### config.mk
export PLATFORM = sky130hd
export DESIGN_NAME = id_ex_operand_stage_flat
export DESIGN_NICKNAME = d
export VERILOG_FILES = /design/src/rtl/id_ex_operand_stage_if.sv /design/src/rtl/id_ex_operand_stage.sv /design/src/flat_wrapper.sv
export SDC_FILE = /design/constraint.sdc
export NUM_CORES = 1
export LEC_CHECK = 0
export CAP_MARGIN = 20
export CORE_ASPECT_RATIO = 2
export CORE_MARGIN = 8
export CORE_UTILIZATION = 30
export CTS_BUF_LIST = sky130_fd_sc_hd__clkbuf_4 sky130_fd_sc_hd__clkbuf_8
export CTS_CLUSTER_SIZE = 8
export DETAILED_ROUTE_END_ITERATION = 7
export PLACE_DENSITY = 0.56
export SYNTH_ARGS = -nofsm -noshare
export SYNTH_HDL_FRONTEND = slang
export SYNTH_SLANG_ARGS = --single-unit
### constraint.sdc
create_clock -name clk -period 5.52 [get_ports clk]
set_clock_uncertainty 0.05 [all_clocks]
set_input_delay 1.104 -clock clk [delete_from_list [all_inputs] [get_ports clk]]
set_output_delay 1.104 -clock clk [all_outputs]
set_load 0.02 [all_outputs]
### src/rtl/id_ex_operand_stage_if.sv
// ID -> EX decoded-instruction bundle.
// The ID stage drives it; the operand stage samples it.
interface id_ex_operand_stage_if #(
  parameter int XLEN = 32,
  parameter int RA_W = 5
);
  logic            id_valid;
  logic [XLEN-1:0] id_pc;
  logic [XLEN-1:0] id_rs1_data;
  logic [XLEN-1:0] id_rs2_data;
  logic [XLEN-1:0] id_imm;
  logic [RA_W-1:0] id_rs1;
  logic [RA_W-1:0] id_rs2;
  logic [RA_W-1:0] id_rd;
  logic            id_reg_write;
  logic            id_mem_read;
  logic [3:0]      id_alu_control;
  logic [1:0]      id_a_sel;
  logic            id_b_sel;

  modport master (
    output id_valid, id_pc, id_rs1_data, id_rs2_data, id_imm,
    output id_rs1, id_rs2, id_rd, id_reg_write, id_mem_read,
    output id_alu_control, id_a_sel, id_b_sel
  );

  modport slave (
    input id_valid, id_pc, id_rs1_data, id_rs2_data, id_imm,
    input id_rs1, id_rs2, id_rd, id_reg_write, id_mem_read,
    input id_alu_control, id_a_sel, id_b_sel
  );
endinterface

### src/rtl/id_ex_operand_stage.sv
// ID/EX pipeline register with EX/MEM and MEM/WB operand
// forwarding and load-use hazard detection.
module id_ex_operand_stage #(
  parameter int XLEN = 32,
  parameter int RA_W = 5
) (
  input  logic                 clk,
  input  logic                 rst_n,
  input  logic                 stall,
  input  logic                 flush,
  id_ex_operand_stage_if.slave id,
  input  logic                 exm_valid,
  input  logic                 exm_reg_write,
  input  logic                 exm_mem_read,
  input  logic [RA_W-1:0]      exm_rd,
  input  logic [XLEN-1:0]      exm_result,
  input  logic                 wb_valid,
  input  logic                 wb_reg_write,
  input  logic [RA_W-1:0]      wb_rd,
  input  logic [XLEN-1:0]      wb_data,
  output logic [XLEN-1:0]      alu_a,
  output logic [XLEN-1:0]      alu_b,
  output logic [3:0]           alu_control,
  output logic [XLEN-1:0]      store_data,
  output logic [RA_W-1:0]      ex_rd,
  output logic                 ex_reg_write,
  output logic                 ex_mem_read,
  output logic                 ex_valid,
  output logic                 load_use_hazard
);

  typedef struct packed {
    logic            valid;
    logic [XLEN-1:0] pc;
    logic [XLEN-1:0] rs1_data;
    logic [XLEN-1:0] rs2_data;
    logic [XLEN-1:0] imm;
    logic [RA_W-1:0] rs1;
    logic [RA_W-1:0] rs2;
    logic [RA_W-1:0] rd;
    logic            reg_write;
    logic            mem_read;
    logic [3:0]      alu_control;
    logic [1:0]      a_sel;
    logic            b_sel;
  } id_ex_t;

  id_ex_t d;
  id_ex_t q;

  always_comb begin
    d.valid       = id.id_valid;
    d.pc          = id.id_pc;
    d.rs1_data    = id.id_rs1_data;
    d.rs2_data    = id.id_rs2_data;
    d.imm         = id.id_imm;
    d.rs1         = id.id_rs1;
    d.rs2         = id.id_rs2;
    d.rd          = id.id_rd;
    d.reg_write   = id.id_reg_write;
    d.mem_read    = id.id_mem_read;
    d.alu_control = id.id_alu_control;
    d.a_sel       = id.id_a_sel;
    d.b_sel       = id.id_b_sel;
  end

  always_ff @(posedge clk) begin
    if (!rst_n) begin
      q <= '0;
    end else if (flush) begin
      q <= '0;
    end else if (!stall) begin
      q <= d;
    end
  end

  // A load in EX/MEM has no result yet, so it never forwards
  logic exm_fwd;
  logic wb_fwd;
  logic exm_ld;

  assign exm_fwd = exm_valid & exm_reg_write & ~exm_mem_read;
  assign wb_fwd  = wb_valid & wb_reg_write;
  assign exm_ld  = exm_valid & exm_reg_write & exm_mem_read
                 & (exm_rd != '0);

  function automatic logic [XLEN-1:0] fwd(
    input logic [RA_W-1:0] s,
    input logic [XLEN-1:0] rf,
    input logic            e_ok,
    input logic [RA_W-1:0] e_rd,
    input logic [XLEN-1:0] e_val,
    input logic            w_ok,
    input logic [RA_W-1:0] w_rd,
    input logic [XLEN-1:0] w_val
  );
    logic [XLEN-1:0] r;
    r = rf;
    if (s != '0) begin
      if (e_ok && e_rd == s) r = e_val;
      else if (w_ok && w_rd == s) r = w_val;
    end
    return r;
  endfunction

  logic [XLEN-1:0] rs1_f;
  logic [XLEN-1:0] rs2_f;

  assign rs1_f = fwd(q.rs1, q.rs1_data, exm_fwd, exm_rd,
                     exm_result, wb_fwd, wb_rd, wb_data);
  assign rs2_f = fwd(q.rs2, q.rs2_data, exm_fwd, exm_rd,
                     exm_result, wb_fwd, wb_rd, wb_data);

  always_comb begin
    alu_a = '0;
    unique case (q.a_sel)
      2'b00:   alu_a = rs1_f;
      2'b01:   alu_a = q.pc;
      default: alu_a = '0;
    endcase
  end

  assign alu_b       = q.b_sel ? q.imm : rs2_f;
  assign store_data  = rs2_f;
  assign alu_control = q.alu_control;
  assign ex_rd       = q.rd;
  assign ex_valid    = q.valid;
  assign ex_reg_write = q.valid & q.reg_write;
  assign ex_mem_read  = q.valid & q.mem_read;

  // rs2 feeds store data whenever the instruction is not a load
  logic rs1_use;
  logic rs2_use;

  assign rs1_use = (q.a_sel == 2'b00);
  assign rs2_use = ~q.b_sel | ~q.mem_read;

  assign load_use_hazard = q.valid & exm_ld
    & (((exm_rd == q.rs1) & rs1_use)
     | ((exm_rd == q.rs2) & rs2_use));

endmodule

### src/flat_wrapper.sv
// flat-port wrapper written by rule: the top's interface ports become plain ports
module id_ex_operand_stage_flat 
#(
  parameter int XLEN = 32,
  parameter int RA_W = 5
)
  (clk, rst_n, stall, flush, exm_valid, exm_reg_write, exm_mem_read, exm_rd, exm_result, wb_valid, wb_reg_write, wb_rd, wb_data, alu_a, alu_b, alu_control, store_data, ex_rd, ex_reg_write, ex_mem_read, ex_valid, load_use_hazard, id_id_valid, id_id_pc, id_id_rs1_data, id_id_rs2_data, id_id_imm, id_id_rs1, id_id_rs2, id_id_rd, id_id_reg_write, id_id_mem_read, id_id_alu_control, id_id_a_sel, id_id_b_sel);
  id_ex_operand_stage_if #(.XLEN(XLEN), .RA_W(RA_W)) id_i ();
  input  logic clk;
  input  logic rst_n;
  input  logic stall;
  input  logic flush;
  input  logic exm_valid;
  input  logic exm_reg_write;
  input  logic exm_mem_read;
  input  logic [RA_W-1:0] exm_rd;
  input  logic [XLEN-1:0] exm_result;
  input  logic wb_valid;
  input  logic wb_reg_write;
  input  logic [RA_W-1:0] wb_rd;
  input  logic [XLEN-1:0] wb_data;
  output logic [XLEN-1:0] alu_a;
  output logic [XLEN-1:0] alu_b;
  output logic [3:0] alu_control;
  output logic [XLEN-1:0] store_data;
  output logic [RA_W-1:0] ex_rd;
  output logic ex_reg_write;
  output logic ex_mem_read;
  output logic ex_valid;
  output logic load_use_hazard;
  input wire logic [$bits(id_i.id_valid)-1:0] id_id_valid;
  input wire logic [$bits(id_i.id_pc)-1:0] id_id_pc;
  input wire logic [$bits(id_i.id_rs1_data)-1:0] id_id_rs1_data;
  input wire logic [$bits(id_i.id_rs2_data)-1:0] id_id_rs2_data;
  input wire logic [$bits(id_i.id_imm)-1:0] id_id_imm;
  input wire logic [$bits(id_i.id_rs1)-1:0] id_id_rs1;
  input wire logic [$bits(id_i.id_rs2)-1:0] id_id_rs2;
  input wire logic [$bits(id_i.id_rd)-1:0] id_id_rd;
  input wire logic [$bits(id_i.id_reg_write)-1:0] id_id_reg_write;
  input wire logic [$bits(id_i.id_mem_read)-1:0] id_id_mem_read;
  input wire logic [$bits(id_i.id_alu_control)-1:0] id_id_alu_control;
  input wire logic [$bits(id_i.id_a_sel)-1:0] id_id_a_sel;
  input wire logic [$bits(id_i.id_b_sel)-1:0] id_id_b_sel;
  assign id_i.id_valid = id_id_valid;
  assign id_i.id_pc = id_id_pc;
  assign id_i.id_rs1_data = id_id_rs1_data;
  assign id_i.id_rs2_data = id_id_rs2_data;
  assign id_i.id_imm = id_id_imm;
  assign id_i.id_rs1 = id_id_rs1;
  assign id_i.id_rs2 = id_id_rs2;
  assign id_i.id_rd = id_id_rd;
  assign id_i.id_reg_write = id_id_reg_write;
  assign id_i.id_mem_read = id_id_mem_read;
  assign id_i.id_alu_control = id_id_alu_control;
  assign id_i.id_a_sel = id_id_a_sel;
  assign id_i.id_b_sel = id_id_b_sel;
  id_ex_operand_stage #(.XLEN(XLEN), .RA_W(RA_W)) u_core (.clk(clk), .rst_n(rst_n), .stall(stall), .flush(flush), .id(id_i), .exm_valid(exm_valid), .exm_reg_write(exm_reg_write), .exm_mem_read(exm_mem_read), .exm_rd(exm_rd), .exm_result(exm_result), .wb_valid(wb_valid), .wb_reg_write(wb_reg_write), .wb_rd(wb_rd), .wb_data(wb_data), .alu_a(alu_a), .alu_b(alu_b), .alu_control(alu_control), .store_data(store_data), .ex_rd(ex_rd), .ex_reg_write(ex_reg_write), .ex_mem_read(ex_mem_read), .ex_valid(ex_valid), .load_use_hazard(load_use_hazard));
endmodule
## Yosys cells after proc, flatten, opt, wreduce, memory -nomap -nowiden

Index checks and enable logic that the tools add are counted.

| cells by class | value |
|---|---|
| $add $sub $neg | 0 |
| $mul | 0 |
| div/mod/pow operators | 0 |
| $lt $le $gt $ge | 0 |
| eq/ne operators | 5 |
| shift operators | 0 |
| mux-type cells | 8 |
| bitwise logic cells | 17 |
| reduce and logical (&&, ||, !) cells | 9 |

Operators with widths:

| cell | number |
|---|---|
| $mux W32 | 7 |
| $pmux W32 S2 | 1 |
| $eq A5 B5 Y1 | 4 |
| $reduce_bool A5 Y1 | 3 |
| $and A1 B1 Y1 | 11 |
| $logic_and A1 B1 Y1 | 4 |
| $not A1 Y1 | 4 |
| $eq A2 B1 Y1 const B | 1 |
| $logic_not A2 Y1 | 1 |
| $or A1 B1 Y1 | 2 |
| $reduce_or A2 Y1 | 1 |

| word-level totals | value |
|---|---|
| register bits after elaboration | 153 |
| bits in latches | 0 |
| RAM bits | 0 |
| ROM bits | 0 |
| input bits | 236 |
| word-level logic and storage cells | 52 |
| memories | 0 |

## Depth between registers and ports, before layout

| logic depth | value |
|---|---|
| depth in word-level cells | 6 |
| depth in mapped cells | 7 |
| mapped depth without buffers | 5 |

## Least setup slack after synthesis

OpenSTA, ideal clock, no wires.

| timing path | value |
|---|---|
| path kind | input-to-output |
| start | input wb_rd[4] |
| end | output store_data[0] |
| arrival time | 2754 ps |
| path slack | 1612 ps |
| cell stages on the path | 6 |
| buffers on the path | 1 |
| cell sequence | xor2_1 nor4_4 nand2_1 a21oi_2 buf_2 a2bb2oi_1 |

| between the ends | value |
|---|---|
| longest elaborated chain between the ends | 5 |

Ends and longest elaborated chain:

| element | line | RTL |
|---|---|---|
| from (decl) | flat_wrapper.sv:20 | `input logic [RA_W-1:0] wb_rd;` |
| $eq A5 B5 Y1 | id_ex_operand_stage.sv:101 | `else if (w_ok && w_rd == s) r = w_val;` |
| $logic_and A1 B1 Y1 | id_ex_operand_stage.sv:101 |  |
| $mux W32 | id_ex_operand_stage.sv:101 |  |
| $mux W32 | id_ex_operand_stage.sv:100 | `if (e_ok && e_rd == s) r = e_val;` |
| $mux W32 | id_ex_operand_stage.sv:99 | `if (s != '0) begin` |
| to (decl) | flat_wrapper.sv:25 | `output logic [XLEN-1:0] store_data;` |

Every way passes these cells.

## Final worst setup path

| timing path | value |
|---|---|
| start | input exm_rd[3] |
| end | output alu_a[21] |

| between the ends | value |
|---|---|
| longest elaborated chain between the ends | 5 |

Ends and longest elaborated chain:

| element | line | RTL |
|---|---|---|
| from (decl) | flat_wrapper.sv:16 | `input logic [RA_W-1:0] exm_rd;` |
| $eq A5 B5 Y1 | id_ex_operand_stage.sv:100 |  |
| $logic_and A1 B1 Y1 | id_ex_operand_stage.sv:100 |  |
| $mux W32 | id_ex_operand_stage.sv:100 |  |
| $mux W32 | id_ex_operand_stage.sv:99 |  |
| $pmux W32 S2 | id_ex_operand_stage.sv:116 | `unique case (q.a_sel)` |
| to (decl) | flat_wrapper.sv:22 | `output logic [XLEN-1:0] alu_a;` |

Every way passes these cells.

==> run summary <==
Post-CTS setup repair buffer count: 0. The number of I/O pins came out at 345. The tools report the detailed placer's ending HPWL as 31770 um. The run gives 4.00 ns as the arrival time at the worst endpoint. The later pin in the worst-skew pair is clocked with a latency of 0.48 ns. The final count of negative-setup-slack endpoints was 0; the switching fraction of total power was 30.09%. The number of buffer cells added on primary ports is 344, and the post-route total power is 2.807 mW. For the finished layout, the period the worst path requires is 5.158 ns. The tools report the number of antenna violations at the first check in global routing as 21. The commonest cells after synthesis are mux2i_1 (162), nor2_1 (158), dfxtp_1 (153). The pin slew with the least headroom to its limit is 1.019 ns.

The worst-case setup margin in the final layout came out at 0.3625 ns. The first detailed-routing pass took 5 iterations. Each instance of the synthesized netlist takes up on average 8.762 um^2.

In the final layout, the share of cells above drive strength 1 is 6.781%. Setup repair after global routing left no endpoint under its margin. The max-cap check violation count was 0; the clock slew seen by the registers of the worst setup and hold paths was 0.08 ns.

For this design the static power due to leakage is 4.874 nW. The H-tree was split into 4 levels. The worst hold path passes through 2 cells. From synthesis to final layout, the design area changed by 48.90%. The share of total power dissipated in sequential elements is 41.8%. STA puts the critical path data required time at 4.37 ns. Top achievable clock speed: 0.1939 GHz. The number of synthesized flops with an enable pin came out at 0. In this run the biggest area consumer among cell types represents 35.67% of the synthesized area.

The tools report the cell area after technology mapping as 8587 um^2. The largest single stage delay on the critical path is 0.59 ns. In the routed layout, each cell is associated on average with a via count of 5.400. Cells fill 45.35% of the core in the end.

The number of buffers and inverters on the critical path was 4; the total core area was 28190 um^2. Number of nets produced by synthesis: 1216. For this design, the sink count on the clock tree is 153. The die width is 135.6 um. TritonCTS built the clock tree.

The post-place instance area was 12320 um^2; the post-route setup TNS was 0 ns. For the setup slack at placement, the log shows 0.3263 ns. The worst register-to-register path ends at u_core.q[1]. Summed over all instances, the cell type with the most area after synthesis is dfxtp_1. Counting along the longest clock path gives a buffer depth of 2. Summing the sequential cell areas from Yosys gives 35.67% of the chip area. The category of the worst setup path capture point was a primary output. The tools report the reg2reg setup slack as 4.27 ns. After synthesis, the netlist uses 44 different library cells.

For this design the ratio of total power to cell area is 219.5 nW/um^2. Hold repair after CTS inserted 0 buffers. In this run the vertical extent of the chip is 255.3 um.

The run finished with clean final reports. The total instance count after detailed placement is 1607, and the post-route DRC violation count is 0. For this design the total switching power over the nets is 0.8445 mW. The count of cells in the finished layout, fillers not included, comes to 1655. In this run the worst hold path is classified as register to register.

For the final number of hold-violating endpoints, the log shows 0. Across the VDD grid, the largest voltage drop is 0.0001691 V. The number of buffers created by CTS was 17. For the overall routing resource usage, the log shows 23.87%. The number of gates resized after CTS was 0.

The number of standard cells after synthesis is 980. The critical path in this run is classified as input port to primary output. The internal portion of the total power is 1.962 mW. The count of nets left with antenna violations once routing finished came out at 0. The final layout contains routed wiring with a total length of 42220 um. The dominant cell by count in the synthesized netlist is mux2i_1.

Sorting the synthesized cells by area gives the leading types as dfxtp_1 (36%), mux2i_1 (19%), nor2_1 (6.9%). The cell sitting at the root of the clock tree is a clkbuf_8. Worst hold endpoint: u_core.q[8]. The share of async-settable or async-resettable flops after synthesis came out at 0%.

The die covers 34620 um^2. The depth of the worst register-to-register path was 2; the number of storage elements in the synthesis netlist was 153. The average wire per standard cell was 25.51 um. After floorplanning, the core was divided into 87 placement rows.

For this run, the post-layout net count is 1506. In the finished design, the share of the clock period the worst path needs comes to 93.43%. The first global-routing pass estimated 60750 um of wire.

The worst-case hold slack came out at 0.4469 ns. The logs give 0 for the number of max-slew violations in the final report and 0 for the total overflow reported by the global router. The logs give 0 for the total of warnings raised by yosys and 8937 for the total vias in the final route. Combinational logic is responsible for 24.1% of the overall power. Entering global routing, the biggest net connects 97 pins.

STA classifies the critical path startpoint as an input port. The finished cells cover 12790 um^2. The run gives 9159 as the number of global-route vias before repair.

The slowest cell on the critical path is clkdlybuf4s50_1. For this configuration, the core starts out at a cell density of 30.46%. In this run the most critical hold path is launched from u_core.q[8]. The logs give 615 for the count of routing violations after the opening detailed-route iteration and 2780 for the count of filler cells inserted in the layout. Traced cell by cell, the critical path runs through clkdlybuf4s50_1, xor2_1, nor3_1, buf_4, and2_1, buf_4, mux2i_1, o221ai_1, clkdlybuf4s50_1.

Headroom to the max-slew limit came out at 32.08%. The worst register-to-register path begins at u_core.q[1]. The clock network accounts for 34.2% of the total power.

The most used flip-flop cell after synthesis is dfxtp_1. Broken down by cell family, the worst path's largest delay share belongs to buffers and inverters. Along the worst path, the maximum fanout reaches 19. At the end of routability-driven placement, the weighted congestion stood at 0.8963.
[power by group through the flow]
stage / Sequential, mW / Clock (mW) / Combinational [mW]
2_1_floorplan: 1.18 / 0 / 0.314
3_3_place_gp: 1.20 / 0 / 0.673
3_5_place_dp: 1.20 / 0 / 0.676
4_1_cts: 1.17 / 0.998 / 0.680
5_1_grt: 1.18 / 1.04 / 0.719
6_report: 1.17 / 0.959 / 0.676
[kinds of logic (layout without fill, tap and decap cells)]
logic type | after synthesis | after routing | synth area share (%)
multiplexers | 162 | 162 | 18.88
flip-flops | 153 | 153 | 35.67
AND/OR/NAND/NOR | 251 | 251 | 13.77
AO/OA/AOI/OAI | 259 | 259 | 22.93
XOR/XNOR | 20 | 20 | 2.040
other | 0 | 16 | 0
buffers and inverters | 135 | 438 | 6.703
[sequential cells by signal, summed over array words and instances, names as in the netlist]
signal	count
u_core.alu_control	4
u_core.q	143
u_core.ex_rd	5
u_core.ex_valid	1
[placed cells by master (no fill, tap or decap), types with 9 or more instances in the layout]
cell               n
buf_4             33
o22ai_1           64
mux2i_1          162
o221a_1           20
a31oi_1           25
and4_1             9
clkdlybuf4s50_1  337
clkbuf_8          19
nor3_1            13
nor2b_1           33
nor2_1           156
xor2_1            13
a2bb2oi_1         31
a21boi_0          23
diode_2           16
nand2_1           14
dfxtp_1          151
a21oi_1           23
a221oi_1          42
o221ai_1           9
o21a_1            13
inv_1             32
[layer usage]
metal | GRT usage, % | vias to the layer above | wire length, um
met5 | 0 | - | 27
met4 | 13.37 | 4 | 1819
met3 | 6.820 | 75 | 3193
met2 | 40.58 | 378 | 21710
met1 | 26.00 | 4276 | 15470
li1 | - | 4204 | -
[tightest hold or removal path, cell delays in order (launching register included)]
cell and delay [ns]:
dfxtp_1 0.33, mux2i_1 0.06, nor2_1 0.07
[how the worst max path moves through the flow]
stage | from | endpoint | slack, ns | cells after the start
6_report | exm_rd[3] | alu_a[21] | 0.36 | 9
5_1_grt | exm_rd[3] | alu_a[21] | 0.21 | 9
3_3_place_gp | exm_rd[3] | alu_a[21] | 0.39 | 9
4_1_cts | exm_rd[3] | alu_a[21] | 0.30 | 9
2_1_floorplan | wb_rd[4] | store_data[0] | 1.61 | 6
3_5_place_dp | exm_rd[3] | alu_a[21] | 0.33 | 9
[layout make-up]
cell class / count / area, um^2 / share of cell area [%]
clock inverters: 13 / 167.7 / 1.311
clock buffers: 19 / 261.5 / 2.045
inverters: 32 / 120.1 / 0.9394
well taps: 356 / 445.4 / 3.484
multi-input cells: 692 / 4990 / 39.03
diodes: 16 / 40.04 / 0.3131
repair buffers: 374 / 3696 / 28.91
flip-flops and latches: 153 / 3065 / 23.97
No activity file was read; power rests on OpenSTA's default activity.
